==> src/rtl/paddle_ctrl_n.sv <==
// N-player paddle controller: synchronised/debounced buttons, tick-paced moves with slow-to-fast acceleration, screen clamping.
// Optional `define PADDLE_AI_EN adds ball_y/ai_mode inputs that let a paddle track the ball.
module paddle_ctrl_n #(
    parameter int NUM_PADDLES = 2,
    parameter int POS_W       = 10,
    parameter int SCREEN_H    = 480,
    parameter int PADDLE_H    = 80,
    parameter int TICK_DIV    = 800000,
    parameter int DEB_CYCLES  = 480000,
    parameter int STEP_SLOW   = 2,
    parameter int STEP_FAST   = 6,
    parameter int ACCEL_TICKS = 15
) (
    input  logic                           clk,
    input  logic                           reset,
    input  logic [NUM_PADDLES-1:0]         btn_up,
    input  logic [NUM_PADDLES-1:0]         btn_dn,
    input  logic                           freeze,
`ifdef PADDLE_AI_EN
    input  logic [POS_W-1:0]               ball_y,
    input  logic [NUM_PADDLES-1:0]         ai_mode,
`endif
    output logic [NUM_PADDLES*POS_W-1:0]   pos_y,
    output logic [NUM_PADDLES-1:0]         moving,
    output logic                           frame_tick
);
    localparam int NB     = 2 * NUM_PADDLES;
    localparam int EXT_W  = POS_W + 1;
    localparam int TICK_W = $clog2(TICK_DIV + 1);
    localparam int DEB_W  = $clog2(DEB_CYCLES + 1);
    localparam int HOLD_W = $clog2(ACCEL_TICKS + 1);

    localparam logic [TICK_W-1:0] TICK_LAST  = TICK_W'(TICK_DIV - 1);
    localparam logic [DEB_W-1:0]  DEB_LAST   = DEB_W'(DEB_CYCLES - 1);
    localparam logic [HOLD_W-1:0] ACCEL_N    = HOLD_W'(ACCEL_TICKS);
    localparam logic [HOLD_W-1:0] HOLD_ONE   = HOLD_W'(1);
    localparam logic [EXT_W-1:0]  POS_MAX    = EXT_W'(SCREEN_H - PADDLE_H);
    localparam logic [POS_W-1:0]  POS_RST    = POS_W'((SCREEN_H - PADDLE_H) / 2);
    localparam logic [EXT_W-1:0]  STEP_S     = EXT_W'(STEP_SLOW);
    localparam logic [EXT_W-1:0]  STEP_F     = EXT_W'(STEP_FAST);
`ifdef PADDLE_AI_EN
    localparam logic [EXT_W-1:0]  HALF_H     = EXT_W'(PADDLE_H / 2);
    localparam logic [EXT_W-1:0]  AI_BAND    = EXT_W'(4);
`endif

    typedef enum logic [1:0] {ST_IDLE = 2'd0, ST_SLOW = 2'd1, ST_FAST = 2'd2} state_t;
    typedef enum logic [1:0] {DIR_NONE = 2'd0, DIR_UP = 2'd1, DIR_DN = 2'd2} dir_t;

    // Button bit b: up buttons in the low half, down buttons in the high half.
    logic [NB-1:0]     w_btn_raw;
    logic [NB-1:0]     r_btn_meta, r_btn_sync, r_btn_deb;
    logic [DEB_W-1:0]  r_deb_cnt [NB];
    logic [TICK_W-1:0] r_tick_cnt;
    logic              r_frame_tick;

    state_t            r_state [NUM_PADDLES];
    dir_t              r_dir   [NUM_PADDLES];
    logic [HOLD_W-1:0] r_hold  [NUM_PADDLES];
    logic [POS_W-1:0]  r_pos   [NUM_PADDLES];
    logic [NUM_PADDLES-1:0] r_moving;

    state_t            w_state_nxt [NUM_PADDLES];
    dir_t              w_dir_nxt   [NUM_PADDLES];
    dir_t              w_dir       [NUM_PADDLES];
    dir_t              w_mv_dir    [NUM_PADDLES];
    logic [HOLD_W-1:0] w_hold_nxt  [NUM_PADDLES];
    logic [HOLD_W-1:0] w_hold_inc  [NUM_PADDLES];
    logic [EXT_W-1:0]  w_step      [NUM_PADDLES];
    logic [EXT_W-1:0]  w_pos_ext   [NUM_PADDLES];
    logic [EXT_W-1:0]  w_pos_sum   [NUM_PADDLES];
    logic [EXT_W-1:0]  w_pos_new   [NUM_PADDLES];
    logic [POS_W-1:0]  w_pos_nxt   [NUM_PADDLES];
    logic [NUM_PADDLES-1:0] w_move_nxt;
`ifdef PADDLE_AI_EN
    logic [EXT_W-1:0]  w_centre    [NUM_PADDLES];
    logic [EXT_W-1:0]  w_ball_ext;
`endif

    assign w_btn_raw = {btn_dn, btn_up};

    // Two-flop synchroniser and per-button debounce counter.
    always_ff @(posedge clk or negedge reset) begin
        if (!reset) begin
            r_btn_meta <= '0;
            r_btn_sync <= '0;
            r_btn_deb  <= '0;
            for (int b = 0; b < NB; b++) r_deb_cnt[b] <= '0;
        end else begin
            r_btn_meta <= w_btn_raw;
            r_btn_sync <= r_btn_meta;
            for (int b = 0; b < NB; b++) begin
                if (r_btn_sync[b] == r_btn_deb[b]) begin
                    r_deb_cnt[b] <= '0;
                end else if (r_deb_cnt[b] == DEB_LAST) begin
                    r_btn_deb[b] <= r_btn_sync[b];
                    r_deb_cnt[b] <= '0;
                end else begin
                    r_deb_cnt[b] <= r_deb_cnt[b] + DEB_W'(1);
                end
            end
        end
    end

    // Free-running movement tick divider.
    always_ff @(posedge clk or negedge reset) begin
        if (!reset) begin
            r_tick_cnt   <= '0;
            r_frame_tick <= 1'b0;
        end else if (r_tick_cnt == TICK_LAST) begin
            r_tick_cnt   <= '0;
            r_frame_tick <= 1'b1;
        end else begin
            r_tick_cnt   <= r_tick_cnt + TICK_W'(1);
            r_frame_tick <= 1'b0;
        end
    end

    // Per-paddle next-state, step selection and clamped position.
    always_comb begin
`ifdef PADDLE_AI_EN
        w_ball_ext = {1'b0, ball_y};
`endif
        for (int i = 0; i < NUM_PADDLES; i++) begin
            if (r_btn_deb[i] && !r_btn_deb[NUM_PADDLES+i]) begin
                w_dir[i] = DIR_UP;
            end else if (!r_btn_deb[i] && r_btn_deb[NUM_PADDLES+i]) begin
                w_dir[i] = DIR_DN;
            end else begin
                w_dir[i] = DIR_NONE;
            end
            w_state_nxt[i] = r_state[i];
            w_dir_nxt[i]   = r_dir[i];
            w_hold_nxt[i]  = r_hold[i];
            w_hold_inc[i]  = r_hold[i] + HOLD_ONE;
            w_mv_dir[i]    = DIR_NONE;
            w_step[i]      = '0;

            case (r_state[i])
                ST_IDLE: begin
                    if (w_dir[i] != DIR_NONE) begin
                        w_state_nxt[i] = ST_SLOW;
                        w_dir_nxt[i]   = w_dir[i];
                        w_hold_nxt[i]  = HOLD_ONE;
                        w_mv_dir[i]    = w_dir[i];
                        w_step[i]      = STEP_S;
                    end else begin
                        w_hold_nxt[i]  = '0;
                    end
                end
                ST_SLOW, ST_FAST: begin
                    if (w_dir[i] == DIR_NONE) begin
                        w_state_nxt[i] = ST_IDLE;
                        w_dir_nxt[i]   = DIR_NONE;
                        w_hold_nxt[i]  = '0;
                    end else if (w_dir[i] != r_dir[i]) begin
                        w_state_nxt[i] = ST_SLOW;
                        w_dir_nxt[i]   = w_dir[i];
                        w_hold_nxt[i]  = HOLD_ONE;
                        w_mv_dir[i]    = w_dir[i];
                        w_step[i]      = STEP_S;
                    end else if (r_state[i] == ST_FAST) begin
                        w_mv_dir[i]    = w_dir[i];
                        w_step[i]      = STEP_F;
                    end else begin
                        w_hold_nxt[i]  = w_hold_inc[i];
                        w_mv_dir[i]    = w_dir[i];
                        w_step[i]      = STEP_S;
                        if (w_hold_inc[i] == ACCEL_N) begin
                            w_state_nxt[i] = ST_FAST;
                        end else begin
                            w_state_nxt[i] = ST_SLOW;
                        end
                    end
                end
                default: begin
                    w_state_nxt[i] = ST_IDLE;
                    w_dir_nxt[i]   = DIR_NONE;
                    w_hold_nxt[i]  = '0;
                end
            endcase

`ifdef PADDLE_AI_EN
            w_centre[i] = {1'b0, r_pos[i]} + HALF_H;
            if (ai_mode[i]) begin
                w_state_nxt[i] = ST_IDLE;
                w_dir_nxt[i]   = DIR_NONE;
                w_hold_nxt[i]  = '0;
                w_step[i]      = STEP_S;
                if (w_ball_ext > w_centre[i] + AI_BAND) begin
                    w_mv_dir[i] = DIR_DN;
                end else if (w_ball_ext + AI_BAND < w_centre[i]) begin
                    w_mv_dir[i] = DIR_UP;
                end else begin
                    w_mv_dir[i] = DIR_NONE;
                end
            end else begin
                w_centre[i] = w_centre[i];
            end
`endif

            if (freeze) begin
                w_state_nxt[i] = ST_IDLE;
                w_dir_nxt[i]   = DIR_NONE;
                w_hold_nxt[i]  = '0;
                w_mv_dir[i]    = DIR_NONE;
                w_step[i]      = '0;
            end else begin
                w_mv_dir[i]    = w_mv_dir[i];
            end

            // One spare bit keeps the add/subtract free of wrap-around before clamping.
            w_pos_ext[i] = {1'b0, r_pos[i]};
            w_pos_sum[i] = w_pos_ext[i] + w_step[i];
            case (w_mv_dir[i])
                DIR_UP:  w_pos_new[i] = (w_pos_ext[i] < w_step[i]) ? '0 : (w_pos_ext[i] - w_step[i]);
                DIR_DN:  w_pos_new[i] = (w_pos_sum[i] > POS_MAX) ? POS_MAX : w_pos_sum[i];
                default: w_pos_new[i] = w_pos_ext[i];
            endcase
            w_pos_nxt[i]  = w_pos_new[i][POS_W-1:0];
            w_move_nxt[i] = (w_pos_new[i] != w_pos_ext[i]);
        end
    end

    // Paddle state commits only on the edge that sees the frame tick.
    always_ff @(posedge clk or negedge reset) begin
        if (!reset) begin
            r_moving <= '0;
            for (int i = 0; i < NUM_PADDLES; i++) begin
                r_state[i] <= ST_IDLE;
                r_dir[i]   <= DIR_NONE;
                r_hold[i]  <= '0;
                r_pos[i]   <= POS_RST;
            end
        end else if (r_frame_tick) begin
            r_moving <= w_move_nxt;
            for (int i = 0; i < NUM_PADDLES; i++) begin
                r_state[i] <= w_state_nxt[i];
                r_dir[i]   <= w_dir_nxt[i];
                r_hold[i]  <= w_hold_nxt[i];
                r_pos[i]   <= w_pos_nxt[i];
            end
        end
    end

    // Pack per-paddle positions onto the output bus.
    always_comb begin
        pos_y = '0;
        for (int i = 0; i < NUM_PADDLES; i++) pos_y[i*POS_W +: POS_W] = r_pos[i];
    end

    assign moving     = r_moving;
    assign frame_tick = r_frame_tick;
endmodule

==> config.mk <==
export PLATFORM = sky130hd
export DESIGN_NAME = paddle_ctrl_n
export DESIGN_NICKNAME = d
export VERILOG_FILES = /design/src/rtl/paddle_ctrl_n.sv
export SDC_FILE = /design/constraint.sdc
export NUM_CORES = 1
export LEC_CHECK = 0
export CORE_MARGIN = 8
export CORE_UTILIZATION = 34
export DETAILED_ROUTE_END_ITERATION = 6
export SETUP_SLACK_MARGIN = 0.1
export SYNTH_ARGS = -nofsm -noshare
export SYNTH_HDL_FRONTEND = slang
export SYNTH_SLANG_ARGS = --single-unit
==> constraint.sdc <==
create_clock -name clk -period 3.93 [get_ports clk]
set_clock_uncertainty 0.2 [all_clocks]
set_input_delay 0.786 -clock clk [delete_from_list [all_inputs] [get_ports clk]]
set_output_delay 0.786 -clock clk [all_outputs]
set_load 0.03 [all_outputs]
==> results of run 1 <==
==> state kept, by name, summed over array words and instances, names as in the netlist <==
signal      flops
frame_tick      1
moving          2
pos_y          20
r_btn_deb       4
r_btn_meta      4
r_btn_sync      4
r_deb_cnt      76
r_dir           4
r_hold          8
r_state         4
r_tick_cnt     20
==> synth_stat cells (20+ instances only) <==
master / instances
dfrtp_1: 141
o21ai_0: 38
nor3_1: 20
nor2_1: 144
inv_1: 46
nand3_1: 60
clkbuf_1: 30
nand2_1: 82
ha_1: 33
xnor2_1: 33
xor2_1: 62
a21oi_1: 32
nand4_1: 27
==> through the flow <==
stage          area, sq um  power, mW
6_report             11600       3.28
5_1_grt              11600       3.40
4_1_cts              11100       3.33
3_5_place_dp         10300       1.66
3_3_place_gp         10300       1.66
2_1_floorplan         8850       1.61
==> cell families after synthesis <==
group,synth area share (%)
adders and majority gates,5.63
and+or+nand+nor,25.0
AOI/OAI and AO/OA,13.1
buffers and inverters,3.71
muxes,0.971
xor gates and xnor gates,9.49
DFF,42.1
==> what timing repair did <==
| item | in CTS | in global routing |
|---|---|---|
| setup buffers | 12 | 17 |
| pin swaps | 22 | 49 |
| resized for setup | 28 | 60 |
| gates cloned | 0 | 1 |
| endpoints found under the setup margin | 13 | 19 |
==> layout make-up <==
| cell class | count | area [sq um] | share of cell area, % |
|---|---|---|---|
| flip-flops and latches | 147 | 3690 | 31.8 |
| clock buffers | 17 | 425 | 3.67 |
| inverters | 46 | 178 | 1.53 |
| well taps | 330 | 413 | 3.56 |
| multi-input cells | 746 | 5270 | 45.4 |
| repair buffers | 178 | 1450 | 12.5 |
| clock inverters | 15 | 173 | 1.49 |
==> critical path: cells and delay by family (launching register included) <==
| family | cells | cell delay [ps] |
|---|---|---|
| AOI/OAI and AO/OA | 4 | 880 |
| xor gates and xnor gates | 1 | 110 |
| adders and majority gates | 2 | 600 |
| buffers and inverters | 4 | 470 |
| DFF | 1 | 460 |
| and+or+nand+nor | 7 | 1490 |
==> worst min path at each step <==
| stage | start | end | slack, ps | cells after the start |
|---|---|---|---|---|
| finish | r_btn_meta[2]$_DFF_PN0_ | r_btn_sync[2]$_DFF_PN0_ | 150 | 0 |
| global route | r_btn_meta[2]$_DFF_PN0_ | r_btn_sync[2]$_DFF_PN0_ | 170 | 0 |
| CTS | r_btn_meta[2]$_DFF_PN0_ | r_btn_sync[2]$_DFF_PN0_ | 150 | 0 |
| detailed placement | r_btn_meta[2]$_DFF_PN0_ | r_btn_sync[2]$_DFF_PN0_ | 140 | 0 |
| global placement | r_btn_meta[2]$_DFF_PN0_ | r_btn_sync[2]$_DFF_PN0_ | 130 | 0 |
| floorplan | r_btn_meta[0]$_DFF_PN0_ | r_btn_sync[0]$_DFF_PN0_ | 130 | 0 |
==> routing by layer <==
layer,global-route usage [%],share of wire (%)
met1,18.0,48
met2,23.5,48
met3,1.90,2.9
met4,5.57,1.8
met5,0,0
==> power by group through the flow <==
stage / clock [mW] / combinational [mW] / sequential (mW)
6_report: 1.65 / 0.0883 / 1.54
5_1_grt: 1.76 / 0.102 / 1.55
4_1_cts: 1.69 / 0.0923 / 1.54
3_5_place_dp: 0 / 0.0908 / 1.57
3_3_place_gp: 0 / 0.0905 / 1.57
2_1_floorplan: 0 / 0.0388 / 1.57
==> key figures, run 1 <==
Run status
  – Status: finished with violations
  – Violated checks: setup timing

Global route
  – Tot GR Track Use: 14.0%
  – First-pass GRT wire length: roughly 37 mm
  – Antenna violations before repair: 0
  – Vias in the first global route: 7,585
  – GR Overflow Total: 0
  – Largest net degree at the start of global routing: 70

Worst setup path
  – Max incr delay on CP: 460 ps
  – Worst Path Arrival: approximately 4400 ps
  – Setup crit end: moving[0]$_DFFE_PN0P_
  – Crit-path max FO: 5
  – R2R Setup Slk: -390 ps
  – Crit-path cells: inv_2 -> ha_4 -> xnor2_2 -> nand2_1 -> or3_4 -> nor2_4 -> nand2_2 -> inv_2 -> fa_2 -> or3b_4 -> nor3_2 -> o31a_1 -> buf_4 -> o41ai_4 -> o21a_1 -> buf_4 -> and2_1 -> o32a_1
  – CP Class: flop to flop
  – Req. time, crit path: 4050 ps
  – CP Launch Type: flop
  – Crit path max-delay cell type: dfrtp_2
  – R2r endpoint: moving[0]$_DFFE_PN0P_
  – CP Capture Type: flop
  – Worst setup startpoint: r_btn_deb[2]$_DFFE_PN0P_
  – R2r worst-path depth: 18
  – Worst R2R Start: r_btn_deb[2]$_DFFE_PN0P_

STA
  – Total Neg Setup Slack: -871 ps
  – Final Critical Period: 4320 ps
  – Slew HR: 52.1%
  – Slew Viols, Final: 0
  – Worst setup slack after layout: -386 ps
  – Final Hold Fails: 0
  – Hold WS: ~150 ps
  – Setup Viol. Count Final: 8
  – Max Freq: 232 MHz
  – RSZ-0062 raised after global routing: yes
  – Least-Margin Pin Slew: about 720 ps
  – Fin crit share: 110%

Synth
  – Post-synthesis cell count: 975
  – Post-synth ARST share: 100%
  – Top-area cell type share of the netlist area: 40.3%
  – Syn Nets: 1,019
  – Post-synth EDFFs: 0
  – Area leader, netlist: dfrtp_1
  – Top_reg_cell synth: dfrtp_1
  – Seq/Total Area, Yosys: 42.1%
  – Avg Cell Area, Syn: roughly 9 sq um
  – Dominant cells by area after synthesis: dfrtp_1 (40%), xor2_1 (6.2%), nor2_1 (6.2%)
  – Register bit total from synthesis: 147
  – Yosys warning count: 0
  – Yosys cell types: a little over 80
  – Post-Syn Area: 8760 sq um

Drt
  – Vias per inst: 5.18
  – Post-Route WL: 22.1 mm
  – Initial DRC count: ~430
  – DRC viols: 0
  – Antenna viol nets, final: 0
  – Wire length per cell: 14.9 um
  – Drt pass-1 iters: 7
  – Via count: approximately 7,700

Placement
  – Port bufs: 29
  – DP Cell Count: 1,417
  – Post-DP HPWL: ~15 mm
  – Gpl congestion: 0.958
  – Dpl ws: -817 ps

CTS
  – H-tree levels: 4
  – Clock Sinks: 147
  – Cts hold-fix bufs: 0
  – Clk_lat worst skew: 430 ps
  – Max Root-Sink Buffers: 2
  – CTS clk-pin slew, worst paths: ~70 ps
  – Number of buffers created by CTS: 17
  – Root buf cell: clkbuf_16
  – TritonCTS clock tree: yes

Layout
  – Layout fillers: 2,390
  – Layout Nets: 1,180
  – Non-filler cells, final: 1,479
  – Antenna diode count: 0
  – Highest-count cells in the layout ignoring fill and taps: nor2_1 (140), buf_4 (140), dfrtp_1 (139), nand2_1 (78), xor2_1 (62)
  – Final Util: 45.9%
  – Area grow syn2layout: 32.3%
  – Share of cells above drive strength 1: 25.1%

Floorplan
  – Row cnt: 58
  – Die ar.: 31,200 sq um
  – Core ar.: 25,300 sq um
  – I/O pins: 30
  – Die W: around 180 um
  – Initial Util: 34.7%
  – Die H: about 180 um

Pwr
  – Peak VDD IR: 0.000266 V
  – Pwr per Cell Area: 283 nW/um^2
  – Leakage power: 4.95 nW
  – Clk network pwr share: 50.3%
  – Internal power: 2.51 mW
  – Switching power total: slightly below 0.8 mW
  – Switching share of total power: about a quarter
  – Reg power frac: 47.0%
  – Share of total power in combinational logic: 2.7%

Flow run
  – Max cap viols: 0

Hold path
  – Worst min path class: flop to flop
Power figures use the tool's default switching activity.
==> inputs of run 2 (changes only) <==
--- a/config.mk
+++ b/config.mk
@@ -9,6 +9,7 @@
 export CORE_UTILIZATION = 34
 export DETAILED_ROUTE_END_ITERATION = 6
 export SETUP_SLACK_MARGIN = 0.1
+export SLEW_MARGIN = 20
 export SYNTH_ARGS = -nofsm -noshare
 export SYNTH_HDL_FRONTEND = slang
 export SYNTH_SLANG_ARGS = --single-unit
==> constraint.sdc (replaced) <==
create_clock -name clk -period 4.6 [get_ports clk]
set_clock_uncertainty 0.2 [all_clocks]
set_input_delay 0.92 -clock clk [delete_from_list [all_inputs] [get_ports clk]]
set_output_delay 0.92 -clock clk [all_outputs]
set_load 0.03 [all_outputs]
==> run 2 against run 1 <==
  * The flow now finishes without violations
  * Non-clock buffer count shrank 73
  * Via count fell by 5.5%
  * Critical path depth decreased by 1
  * Sequential power shrank 14%
  * Total power fell by 16%
  * Global-route usage shrank 0.61 points
  * Combinational power is 20% lower
  * Setup slack better by 600 ps
  * Count of clock-buffer cells in the layout up 3
  * Die area unchanged
  * Routed wire length down 8.2%
  * Register-to-register slack improved by 600 ps
  * Critical endpoint unchanged
  * Largest cell class unchanged
  * Largest power group unchanged
==> key figures, run 2 (synthesized netlist as in run 1, its figures left out) <==
Worst setup path
  – CP Class: flop to flop
  – Crit-path cells: inv_2 -> ha_1 -> xnor2_1 -> nand2_1 -> or3_4 -> nor2_4 -> nand2_2 -> inv_2 -> fa_1 -> or3b_4 -> nor3_1 -> o31a_1 -> o41ai_4 -> o211a_1 -> a311oi_2 -> a41oi_1 -> o32a_1
  – Req. time, crit path: 4710 ps
  – Crit path max-delay cell type: fa_1
  – Crit-path max FO: 6
  – Most used cell, CP: inv_2
  – CP Launch Type: flop
  – Max incr delay on CP: 430 ps
  – Worst Path Arrival: 4500 ps
  – CP Capture Type: flop

Layout
  – Antenna diode count: 0
  – Commonest non-fill, non-tap cell in the layout: nor2_1
  – Layout fillers: 2,490
  – Share of cells above drive strength 1: around 14%
  – Most flops, register: r_deb_cnt
  – Finished Cell Area: 10,500 sq um
  – Highest-count cells in the layout ignoring fill and taps: nor2_1 (142), dfrtp_1 (139), nand2_1 (79), buf_4 (76), xor2_1 (62)
  – Area grow syn2layout: 20.1%
  – Layout Nets: roughly 1,100
  – Max reg flops: 76

CTS
  – Root buf cell: clkbuf_16
  – CTS clk-pin slew, worst paths: 60 ps
  – TritonCTS clock tree: yes
  – Clock Sinks: 147
  – H-tree levels: 4
  – Clk_lat worst skew: 420 ps
  – Max Root-Sink Buffers: 2
  – Number of buffers created by CTS: 17

STA
  – Fin crit share: roughly 95%
  – RSZ-0062 raised after global routing: no
  – Final Hold Fails: 0
  – Slew HR: between 30% and 40%
  – Least-Margin Pin Slew: ~960 ps
  – Setup Viol. Count Final: 0
  – Final Critical Period: 4390 ps
  – Slew Viols, Final: 0
  – Max Freq: 228 MHz
  – Hold WS: 153 ps

Placement
  – DP Area: just under 10,000 sq um
  – Post-DP HPWL: between 10 and 15 mm
  – Port bufs: 29
  – Gpl congestion: approximately 0.91

Floorplan
  – Core ar.: 25,300 sq um
  – Initial Util: 34.7%
  – Die W: 177 um
  – Row cnt: 58
  – Die H: between 150 and 200 um
  – Die ar.: 31,200 sq um
  – I/O pins: 30

Pwr
  – Internal power: around 2.1 mW
  – Reg power frac: 47.8%
  – Share of total power in combinational logic: 2.6%
  – Pwr per Cell Area: between 200 and 300 nW/um^2
  – Switching share of total power: roughly 22%
  – Leakage power: 4.50 nW
  – Clk network pwr share: between 40% and 50%
  – Switching power total: about 0.62 mW
  – Peak VDD IR: 0.000211 V

Drt
  – Post-Route WL: 20.3 mm
  – Vias per inst: 5.16
  – Via count: slightly above 7,000
  – Drt pass-1 iters: 5
  – Antenna viol nets, final: 0
  – Wire length per cell: 14.4 um
  – DRC viols: 0
  – Initial DRC count: between 500 and 600

Global route
  – Vias in the first global route: 7,098
  – First-pass GRT wire length: 35.0 mm
  – Largest net degree at the start of global routing: 106
  – Tot GR Track Use: 13.4%
  – GR Overflow Total: 0
  – Antenna violations before repair: 0

Hold path
  – Worst min path class: flop to flop

Run status
  – Status: finished clean

Flow run
  – Max cap viols: 0
==> run 2: cell count changes in the layout (fill, tap and decap cells not counted), sizes merged <==
cell      delta
buf         -73
clkbuf       +3
inv          -3
clkinvlp     -1
o41ai        -1
==> run 2: final cells by class <==
cell class              instances  area, sq um  share of cell area (%)
flip-flops and latches        147         3690                    35.1
repair buffers                105          861                    8.18
multi-input cells             745         4810                    45.7
clock inverters                11          129                    1.22
clock buffers                  20          447                    4.24
inverters                      46          173                    1.64
well taps                     330          413                    3.92
==> run 2: path summary, 6_finish.rpt <==
path	startpoint	to	slack (ps)	cells past startpoint
worst max-delay path	r_btn_deb[0]$_DFFE_PN0P_	moving[0]$_DFFE_PN0P_	210	17
worst min-delay path	r_btn_meta[0]$_DFF_PN0_	r_btn_sync[0]$_DFF_PN0_	150	0
worst max register to register	r_btn_deb[0]$_DFFE_PN0P_	moving[0]$_DFFE_PN0P_	210	17
worst min register to register	r_btn_meta[0]$_DFF_PN0_	r_btn_sync[0]$_DFF_PN0_	150	0
max in group asynchronous	reset	pos_y[6]$_DFFE_PN1P_	2850	2
min in group asynchronous	reset	r_deb_cnt[73]$_DFF_PN0_	400	1
==> run 2: metal layers <==
| layer | part of all wire, % | vias to the layer above | routed length [um] | global-route usage [%] |
|---|---|---|---|---|
| li1 | - | 3614 | - | - |
| met1 | 48 | 3434 | 9800 | 18.2 |
| met2 | 45 | 155 | 9090 | 20.5 |
| met3 | 4.8 | 37 | 963 | 3.23 |
| met4 | 2.1 | 0 | 425 | 4.69 |
| met5 | 0 | - | 0 | 0 |
==> run 2: repair_timing <==
| item | 4_1_cts | 5_1_grt |
|---|---|---|
| pin swaps | 1 | 8 |
| cloned | 0 | 0 |
| setup endpoints to repair | 2 | 2 |
| hold buffers | 0 | 0 |
| resized for setup | 5 | 15 |
| buffers inserted | 1 | 6 |
==> run 2: worst max-delay path, delay by kind of cell (launching register included) <==
family / cells / cell delay (ps)
and+or+nand+nor: 6 / 1320
AOI/OAI and AO/OA: 6 / 1340
adders and majority gates: 2 / 650
buffers and inverters: 2 / 150
xor gates and xnor gates: 1 / 180
DFF: 1 / 410
==> run 2: power by group through the flow <==
stage / Combinational [mW] / Sequential, mW / Clock [mW]
2_1_floorplan: 0.0318 / 1.34 / 0
3_5_place_dp: 0.0739 / 1.34 / 0
3_3_place_gp: 0.0734 / 1.34 / 0
5_1_grt: 0.0830 / 1.32 / 1.46
4_1_cts: 0.0738 / 1.32 / 1.41
6_report: 0.0705 / 1.32 / 1.37
==> run 2: stage by stage <==
| stage | cells | utilization, % | power (mW) | TNS [ps] | setup WS, ps |
|---|---|---|---|---|---|
| final | 1404 | 41.7 | 2.76 | 0 | 213 |
| after global placement | 1366 | 38.9 | 1.42 | -699 | -363 |
| after detailed placement | 1366 | 38.9 | 1.42 | -1040 | -459 |
| after CTS | 1398 | 41.3 | 2.81 | 0 | 115 |
| after floorplan | 975 | - | 1.37 | 0 | 291 |
| after global routing | 1404 | 41.7 | 2.87 | 0 | 28.9 |
==> inputs of run 3 (changes only) <==
--- a/config.mk
+++ b/config.mk
@@ -7,6 +7,7 @@
 export LEC_CHECK = 0
 export CORE_MARGIN = 8
 export CORE_UTILIZATION = 34
+export CTS_CLUSTER_DIAMETER = 80
 export DETAILED_ROUTE_END_ITERATION = 6
 export SETUP_SLACK_MARGIN = 0.1
 export SLEW_MARGIN = 20
==> results of run 3 <==
Final layout, timing and power as in run 2 (identical DEF).
